--- src/rtl/conv_pkg.sv ---
// Shared definitions for the conv_window_mac streaming convolution engine.
// Holds the width helpers for the per-term product and the accumulator,
// the shift-amount width and the stride encoding.
package conv_pkg;

  localparam int SHIFT_W = 5;

  typedef enum logic {
    STRIDE_1 = 1'b0,
    STRIDE_2 = 1'b1
  } stride_e;

  // (im - zp) is IMG_W+1 bits signed; times a WGT_W-bit signed weight.
  function automatic int prod_w(input int img_w, input int wgt_w);
    return img_w + wgt_w + 1;
  endfunction

  // Enough headroom that the sum over ch*k*k products cannot overflow.
  function automatic int acc_w(input int img_w, input int wgt_w,
                               input int ch, input int k);
    return prod_w(img_w, wgt_w) + $clog2(ch * k * k);
  endfunction

endpackage

--- src/rtl/conv_window_mac_if.sv ---
// Column/result bus of conv_window_mac.
//   master : feeder side (drives the column and control, receives results)
//   slave  : engine side
// Signals: i_start, i_valid, i_inhibit, i_stride, i_shift, i_zp,
//          i_col_im, i_col_ker (column in), o_valid, o_conv (result out).
interface conv_window_mac_if
  import conv_pkg::*;
#(
  parameter int K     = 3,
  parameter int CH    = 1,
  parameter int IMG_W = 8,
  parameter int WGT_W = 4,
  parameter int OUT_W = 16
);
  logic                     i_start;
  logic                     i_valid;
  logic                     i_inhibit;
  logic                     i_stride;
  logic [SHIFT_W-1:0]       i_shift;
  logic [IMG_W-1:0]         i_zp;
  logic [CH*K*IMG_W-1:0]    i_col_im;
  logic [CH*K*WGT_W-1:0]    i_col_ker;
  logic                     o_valid;
  logic [OUT_W-1:0]         o_conv;

  modport master (
    output i_start, i_valid, i_inhibit, i_stride, i_shift, i_zp,
           i_col_im, i_col_ker,
    input  o_valid, o_conv
  );

  modport slave (
    input  i_start, i_valid, i_inhibit, i_stride, i_shift, i_zp,
           i_col_im, i_col_ker,
    output o_valid, o_conv
  );
endinterface

--- src/rtl/conv_adder_tree.sv ---
// Signed N-input adder with a registered output (pipeline stage S2).
// Ports: clk, rstn (async active-low), en (stage advance), in_valid,
//        in_data[N] (signed IN_W), out_valid, out_sum (signed OUT_W).
module conv_adder_tree #(
  parameter int N     = 9,
  parameter int IN_W  = 13,
  parameter int OUT_W = 17
) (
  input  logic                    clk,
  input  logic                    rstn,
  input  logic                    en,
  input  logic                    in_valid,
  input  logic signed [IN_W-1:0]  in_data [N],
  output logic                    out_valid,
  output logic signed [OUT_W-1:0] out_sum
);

  logic signed [OUT_W-1:0] total;

  always_comb begin
    total = '0;
    for (int unsigned i = 0; i < N; i++) begin
      total = total + OUT_W'(in_data[i]);
    end
  end

  always_ff @(posedge clk or negedge rstn) begin
    if (!rstn) begin
      out_valid <= 1'b0;
      out_sum   <= '0;
    end else if (en) begin
      out_valid <= in_valid;
      out_sum   <= total;
    end
  end

endmodule

--- src/rtl/conv_window_mac.sv ---
// Streaming KxK convolution MAC. Takes one K-row column per channel per
// cycle, builds the window internally and emits one zero-point-corrected,
// rounded, reduced multiply-accumulate result per complete window
// (every other window at stride 2). Pipeline: S0 window, S1 products,
// S2 sum (conv_adder_tree), S3 shift/round/reduce into o_conv.
// Ports: clk, rstn (async active-low), bus (conv_window_mac_if.slave).
// Build option: SATURATE_EN clamps the result to OUT_W signed range;
// otherwise the result wraps to its low OUT_W bits.
module conv_window_mac
  import conv_pkg::*;
#(
  parameter int K     = 3,
  parameter int CH    = 1,
  parameter int IMG_W = 8,
  parameter int WGT_W = 4,
  parameter int OUT_W = 16
) (
  input logic              clk,
  input logic              rstn,
  conv_window_mac_if.slave bus
);

  localparam int N     = CH * K * K;
  localparam int PW    = prod_w(IMG_W, WGT_W);
  localparam int ACC_W = acc_w(IMG_W, WGT_W, CH, K);
  localparam int FW    = $clog2(K + 1);

  // S0: window, column 0 oldest, column K-1 newest
  logic        [IMG_W-1:0] win_im  [CH][K][K];
  logic signed [WGT_W-1:0] win_ker [CH][K][K];
  logic [FW-1:0]           fill;
  logic                    phase;
  logic                    v0;

  logic                    accept, complete, emit, phase_base;
  logic [FW-1:0]           fill_base, fill_inc;

  // A start in the same cycle as an accepted column counts that column as 1.
  always_comb begin
    accept     = bus.i_valid && !bus.i_inhibit;
    fill_base  = bus.i_start ? '0 : fill;
    phase_base = bus.i_start ? 1'b0 : phase;
    fill_inc   = (fill_base == FW'(K)) ? fill_base : fill_base + 1'b1;
    complete   = (fill_inc == FW'(K));
    emit       = complete && ((bus.i_stride == STRIDE_1) || !phase_base);
  end

  always_ff @(posedge clk or negedge rstn) begin
    if (!rstn) begin
      fill  <= '0;
      phase <= 1'b0;
      v0    <= 1'b0;
      for (int unsigned c = 0; c < CH; c++)
        for (int unsigned r = 0; r < K; r++)
          for (int unsigned j = 0; j < K; j++) begin
            win_im[c][r][j]  <= '0;
            win_ker[c][r][j] <= '0;
          end
    end else if (!bus.i_inhibit) begin
      v0 <= accept && emit;
      if (accept) begin
        fill  <= fill_inc;
        phase <= complete ? !phase_base : phase_base;
        for (int unsigned c = 0; c < CH; c++)
          for (int unsigned r = 0; r < K; r++) begin
            for (int unsigned j = 0; j < K - 1; j++) begin
              win_im[c][r][j]  <= win_im[c][r][j+1];
              win_ker[c][r][j] <= win_ker[c][r][j+1];
            end
            win_im[c][r][K-1]  <= bus.i_col_im[(c*K+r)*IMG_W +: IMG_W];
            win_ker[c][r][K-1] <= bus.i_col_ker[(c*K+r)*WGT_W +: WGT_W];
          end
      end else if (bus.i_start) begin
        fill  <= '0;
        phase <= 1'b0;
      end
    end
  end

  // S1: per-term products
  logic signed [PW-1:0] prod_d [N];
  logic signed [PW-1:0] prod_q [N];
  logic                 v1;

  always_comb begin
    logic signed [IMG_W:0] d;
    logic signed [PW-1:0]  dx, kx;
    prod_d = '{default: '0};
    for (int unsigned c = 0; c < CH; c++)
      for (int unsigned r = 0; r < K; r++)
        for (int unsigned j = 0; j < K; j++) begin
          d  = $signed({1'b0, win_im[c][r][j]}) - $signed({1'b0, bus.i_zp});
          dx = PW'(d);
          kx = PW'(win_ker[c][r][j]);
          prod_d[(c*K+r)*K+j] = dx * kx;
        end
  end

  always_ff @(posedge clk or negedge rstn) begin
    if (!rstn) begin
      v1 <= 1'b0;
      for (int unsigned i = 0; i < N; i++) prod_q[i] <= '0;
    end else if (!bus.i_inhibit) begin
      v1 <= v0;
      for (int unsigned i = 0; i < N; i++) prod_q[i] <= prod_d[i];
    end
  end

  // S2: sum
  logic                    v2;
  logic signed [ACC_W-1:0] sum;

  conv_adder_tree #(
    .N     (N),
    .IN_W  (PW),
    .OUT_W (ACC_W)
  ) u_adder_tree (
    .clk       (clk),
    .rstn      (rstn),
    .en        (!bus.i_inhibit),
    .in_valid  (v1),
    .in_data   (prod_q),
    .out_valid (v2),
    .out_sum   (sum)
  );

  // S3: round-half-up shift. floor((x + 2^(s-1)) / 2^s) equals
  // (x >>> s) plus bit s-1 of x; the sign-extended copy keeps that bit
  // select in range for any shift amount.
  logic signed [ACC_W+31:0] sx;
  logic signed [ACC_W-1:0]  sh, r;
  logic                     rb;
  logic [OUT_W-1:0]         red;

  always_comb begin
    sx = (ACC_W+32)'(sum);
    sh = ACC_W'(sx >>> bus.i_shift);
    rb = (bus.i_shift != '0) ? sx[bus.i_shift - 1'b1] : 1'b0;
    r  = sh + ACC_W'(rb);
  end

  if (OUT_W >= ACC_W) begin : g_extend
    always_comb red = OUT_W'(r);
  end else begin : g_reduce
`ifdef SATURATE_EN
    localparam logic signed [ACC_W-1:0] MAXV = ACC_W'((64'sd1 <<< (OUT_W-1)) - 64'sd1);
    localparam logic signed [ACC_W-1:0] MINV = ACC_W'(-(64'sd1 <<< (OUT_W-1)));
    always_comb begin
      if (r > MAXV)      red = {1'b0, {(OUT_W-1){1'b1}}};
      else if (r < MINV) red = {1'b1, {(OUT_W-1){1'b0}}};
      else               red = r[OUT_W-1:0];
    end
`else
    always_comb red = r[OUT_W-1:0];
`endif
  end

  always_ff @(posedge clk or negedge rstn) begin
    if (!rstn) begin
      bus.o_valid <= 1'b0;
      bus.o_conv  <= '0;
    end else if (bus.i_inhibit) begin
      bus.o_valid <= 1'b0;
    end else begin
      bus.o_valid <= v2;
      if (v2) bus.o_conv <= red;
    end
  end

endmodule
--- src/flat_wrapper.sv ---
// flat-port wrapper written by rule: the top's interface ports become plain ports
module conv_window_mac_flat import conv_pkg::*;
#(
  parameter int K     = 3,
  parameter int CH    = 1,
  parameter int IMG_W = 8,
  parameter int WGT_W = 4,
  parameter int OUT_W = 16
)
  (clk, rstn, bus_i_start, bus_i_valid, bus_i_inhibit, bus_i_stride, bus_i_shift, bus_i_zp, bus_i_col_im, bus_i_col_ker, bus_o_valid, bus_o_conv);
  conv_window_mac_if #(.K(K), .CH(CH), .IMG_W(IMG_W), .WGT_W(WGT_W), .OUT_W(OUT_W)) bus_i ();
  input logic clk;
  input logic rstn;
  input wire logic [$bits(bus_i.i_start)-1:0] bus_i_start;
  input wire logic [$bits(bus_i.i_valid)-1:0] bus_i_valid;
  input wire logic [$bits(bus_i.i_inhibit)-1:0] bus_i_inhibit;
  input wire logic [$bits(bus_i.i_stride)-1:0] bus_i_stride;
  input wire logic [$bits(bus_i.i_shift)-1:0] bus_i_shift;
  input wire logic [$bits(bus_i.i_zp)-1:0] bus_i_zp;
  input wire logic [$bits(bus_i.i_col_im)-1:0] bus_i_col_im;
  input wire logic [$bits(bus_i.i_col_ker)-1:0] bus_i_col_ker;
  output wire logic [$bits(bus_i.o_valid)-1:0] bus_o_valid;
  output wire logic [$bits(bus_i.o_conv)-1:0] bus_o_conv;
  assign bus_i.i_start = bus_i_start;
  assign bus_i.i_valid = bus_i_valid;
  assign bus_i.i_inhibit = bus_i_inhibit;
  assign bus_i.i_stride = bus_i_stride;
  assign bus_i.i_shift = bus_i_shift;
  assign bus_i.i_zp = bus_i_zp;
  assign bus_i.i_col_im = bus_i_col_im;
  assign bus_i.i_col_ker = bus_i_col_ker;
  assign bus_o_valid = bus_i.o_valid;
  assign bus_o_conv = bus_i.o_conv;
  conv_window_mac #(.K(K), .CH(CH), .IMG_W(IMG_W), .WGT_W(WGT_W), .OUT_W(OUT_W)) u_core (.clk(clk), .rstn(rstn), .bus(bus_i));
endmodule
--- config.mk ---
export PLATFORM = sky130hd
export DESIGN_NAME = conv_window_mac_flat
export DESIGN_NICKNAME = d
export VERILOG_FILES = /design/src/rtl/conv_pkg.sv /design/src/rtl/conv_window_mac_if.sv /design/src/rtl/conv_adder_tree.sv /design/src/rtl/conv_window_mac.sv /design/src/flat_wrapper.sv
export SDC_FILE = /design/constraint.sdc
export NUM_CORES = 1
export LEC_CHECK = 0
export BUFFER_PORTS_ARGS = -buffer_cell sky130_fd_sc_hd__buf_2
export CORE_ASPECT_RATIO = 1.5
export CORE_MARGIN = 2
export CORE_UTILIZATION = 46
export DETAILED_ROUTE_END_ITERATION = 16
export HOLD_SLACK_MARGIN = 0.05
export MAX_ROUTING_LAYER = met4
export PLACE_DENSITY = 0.68
export SYNTH_ARGS = -nofsm -noshare
export SYNTH_HDL_FRONTEND = slang
export SYNTH_SLANG_ARGS = --single-unit
--- constraint.sdc ---
create_clock -name clk -period 5.7 [get_ports clk]
set_clock_uncertainty 0.1 [all_clocks]
set_input_delay 0.57 -clock clk [delete_from_list [all_inputs] [get_ports clk]]
set_output_delay 0.57 -clock clk [all_outputs]
set_load 0.005 [all_outputs]
==> results by group <==
GRT
  – Pin count of the biggest net entering global routing: 123
  – GRT Util Overall: 22.3%
  – Vias in the first global route: 20700
  – GRT overflow: 0
  – Global-route wire length before repair: 106000 um
  – Initial antenna violation count: 0

Logic synthesis
  – Area share of the largest cell type after synthesis: 24.3%
  – Synth area leaders: dfrtp_1 (24%), fa_1 (20%), ha_1 (13%)
  – Cell variety after synth: 66
  – Post-synthesis adder-cell area fraction: 33.4%
  – Cell taking the most area after synthesis: dfrtp_1
  – Netlist Area Pre-Place: 27300 um2
  – Most instantiated library cell after synthesis: inv_1
  – Async SR Flop Fraction: 100%
  – Number of synthesized register bits: 265
  – Compound-Gate Fraction of Synth Area: 9.87%
  – Post-Syn Area per Cell: 9.86 um2
  – Post-Syn Instances: 2764
  – Yosys warning count: 0
  – Mapped Nets: 3383
  – Commonest register cell after synthesis: dfrtp_1
  – Sequential share of the synthesized area: 24.3%
  – Multiplexer area fraction after synthesis: 8.69%
  – Post-Synth XOR/XNOR Area: 4.31%
  – Largest family of logic cells by synthesized area: adder cells
  – Commonest cells in the netlist: inv_1 (334), ha_1 (290), fa_1 (274), nand2_1 (267), dfrtp_1 (265)
  – Simple-gate area share of the yosys netlist: 13.2%
  – Number of enable flip-flop cells after synthesis: 0

Placement
  – Placed Area: 28700 um2
  – Placer congestion estimate: 0.871
  – Place WS: -132 ps
  – Hpwl dp: 53100 um
  – IO buf count: 71

STA
  – Fin. Hold Viols: 0
  – Min cycle time layout: 5280 ps
  – Setup WS post-layout: 422 ps
  – Fmax: 189 MHz
  – Setup-failing EPs final: 0
  – Final worst path period share: 92.6%
  – Worst-margin pin slew: 877 ps
  – Hold_ws: 96.6 ps
  – RSZ-0062 raised after global routing: false
  – Worst slew margin relative to its limit: 41.4%
  – Max Transition Viols Final: 0

Floorplanning
  – Die width: 203 um
  – Cell Rows: 109
  – Core area: 58800 um2
  – Initial core utilization: 46.4%
  – Die area: 61300 um2
  – Die H: 302 um
  – I/O pin total: 72

Route
  – Routed vias: 19300
  – WL per Instance: 17.8 um
  – Drt first pass iters: 4
  – Residual DRC: 0
  – Vias per cell: 5.31
  – DRT iter0 DRCs: 908
  – Post-route ant nets: 0
  – Routed wire length: 64600 um

Clock tree
  – Clock Latency Late Sink: 580 ps
  – H-tree lvl count: 1
  – Cts bufs inserted: 29
  – Clock Sinks: 265
  – CTS tree: done
  – Clock transition at path regs: 60 ps
  – Longest Clk Path Bufs: 3
  – Root buffer cell: clkbuf_16
  – Post-CTS setup buffers: 0

Setup path
  – Reg-to-reg setup timing slack: 420 ps
  – Setup crit end: u_core.prod_q[50]$_DFFE_PN0N_
  – Cells on worst reg2reg path: 21
  – Setup crit end kind: register
  – FF-to-FF Start: u_core.win_im[24]$_DFFE_PN0P_
  – Kind of critical path: reg -> reg
  – Maximum fanout along the worst path: 2
  – WP data arrival: 5660 ps
  – CP startpoint: u_core.win_im[24]$_DFFE_PN0P_
  – CP required: 6090 ps
  – Worst r2r dst: u_core.prod_q[50]$_DFFE_PN0N_
  – CP startpoint kind: register

Cells and area
  – FF+latch area: 6630 um2
  – Area of the multi-input gates: 18900 um2
  – Fill count: 5338
  – Inserted Diodes: 0
  – Design area: 29600 um2
  – Nets: 3455
  – Util after Layout: 50.4%
  – Synthesis-to-layout area growth: 8.65%
  – Layout cells sized above 1: 12.0%

Job
  – Max-cap check violation count: 0

Hold path
  – Min-delay worst type: in -> reg

Status
  – Status: finished, final reports clean
[cell families after synthesis]
logic type | Yosys count
XOR/XNOR | 134
adder cells (fa/ha/maj) | 564
AND/OR/NAND/NOR | 728
AO/OA/AOI/OAI | 445
multiplexers | 194
flip-flops | 265
buffers and inverters | 434
[what timing repair did]
action | in CTS | in global routing
gates resized for setup | 0 | 3
setup endpoints to repair | 0 | 3
hold buffers | 1 | 0
endpoints found under the hold margin | 81 | 0
[area by class of cell]
class / instances / share of cell area (%)
flip-flops and latches: 265 / 22.4
clock buffers: 38 / 2.67
well taps: 777 / 3.28
inverters: 345 / 4.37
multi-input cells: 2065 / 64.0
repair buffers: 130 / 2.97
clock inverters: 13 / 0.363
[metrics by stage]
| stage | TNS, ps | instances |
|---|---|---|
| after floorplan | 0 | 2764 |
| after global placement | -9.39 | 3581 |
| after detailed placement | -477 | 3581 |
| after CTS | 0 | 3633 |
| after global routing | 0 | 3633 |
| final | 0 | 3633 |
[worst max-delay path, stage by stage, from the launching register on]
cell	delay [ps]
dfrtp_1	370
inv_1	90
ha_1	170
inv_1	60
fa_1	400
xor2_1	210
nand2_1	110
fa_1	580
fa_1	440
fa_1	430
inv_1	60
ha_1	150
inv_1	60
fa_1	460
nor2b_1	120
o21ai_0	110
a21boi_0	280
o21ai_0	150
a21boi_0	300
o21ai_0	150
and3_1	200
o31ai_1	180
[how the worst min path moves through the flow]
stage | from | to | slack (ps) | depth (start not counted)
CTS | bus_i_col_im[16] | u_core.win_im[0]$_DFFE_PN0P_ | 70 | 3
global placement | u_core.win_im[48]$_DFFE_PN0P_ | u_core.win_im[56]$_DFFE_PN0P_ | 370 | 2
floorplan | rstn | u_core.bus.o_conv[0]$_DFFE_PN0P_ | 170 | 0
finish | bus_i_col_im[16] | u_core.win_im[0]$_DFFE_PN0P_ | 100 | 3
global route | bus_i_col_im[16] | u_core.win_im[0]$_DFFE_PN0P_ | 80 | 3
detailed placement | u_core.bus.o_conv[10]$_DFFE_PN0P_ | u_core.bus.o_conv[10]$_DFFE_PN0P_ | 370 | 2
[sequential cells by signal (all words and copies together) (netlist names)]
name / flops
u_core.prod_q: 117
u_core.win_im: 72
u_core.win_ker: 36
u_core.u_adder_tree.out_sum: 17
u_core.bus.o_conv: 16
u_core.fill: 2
u_core.bus.o_valid: 1
u_core.phase: 1
u_core.u_adder_tree.out_valid: 1
u_core.v0: 1
u_core.v1: 1
[metal layers]
| metal | vias up | GRT usage [%] | wire length (um) |
|---|---|---|---|
| met3 | 132 | 2.05 | 1690 |
| li1 | 9235 | - | - |
| met4 | 0 | 9.42 | 3070 |
| met2 | 300 | 41.0 | 34300 |
| met5 | - | - | 0 |
| met1 | 9632 | 24.6 | 25500 |
[cell usage in the layout (no fill, tap or decap), types with 42 or more instances in the layout]
cell type | Yosys | final
dfrtp_1 | 265 | 265
mux2i_1 | 42 | 42
a21oi_1 | 78 | 78
buf_4 | 0 | 53
nand2b_1 | 48 | 48
xnor2_1 | 80 | 80
o21ai_0 | 195 | 195
xor2_1 | 54 | 54
mux2_2 | 132 | 132
nor2_1 | 140 | 139
buf_2 | 3 | 69
nand2_1 | 267 | 267
inv_1 | 334 | 334
and2_1 | 160 | 160
ha_1 | 290 | 290
nor2b_1 | 45 | 45
fa_1 | 274 | 274
Power is not shown: default switching activity piles up to over one toggle a cycle in this logic, so the estimate is an artifact.
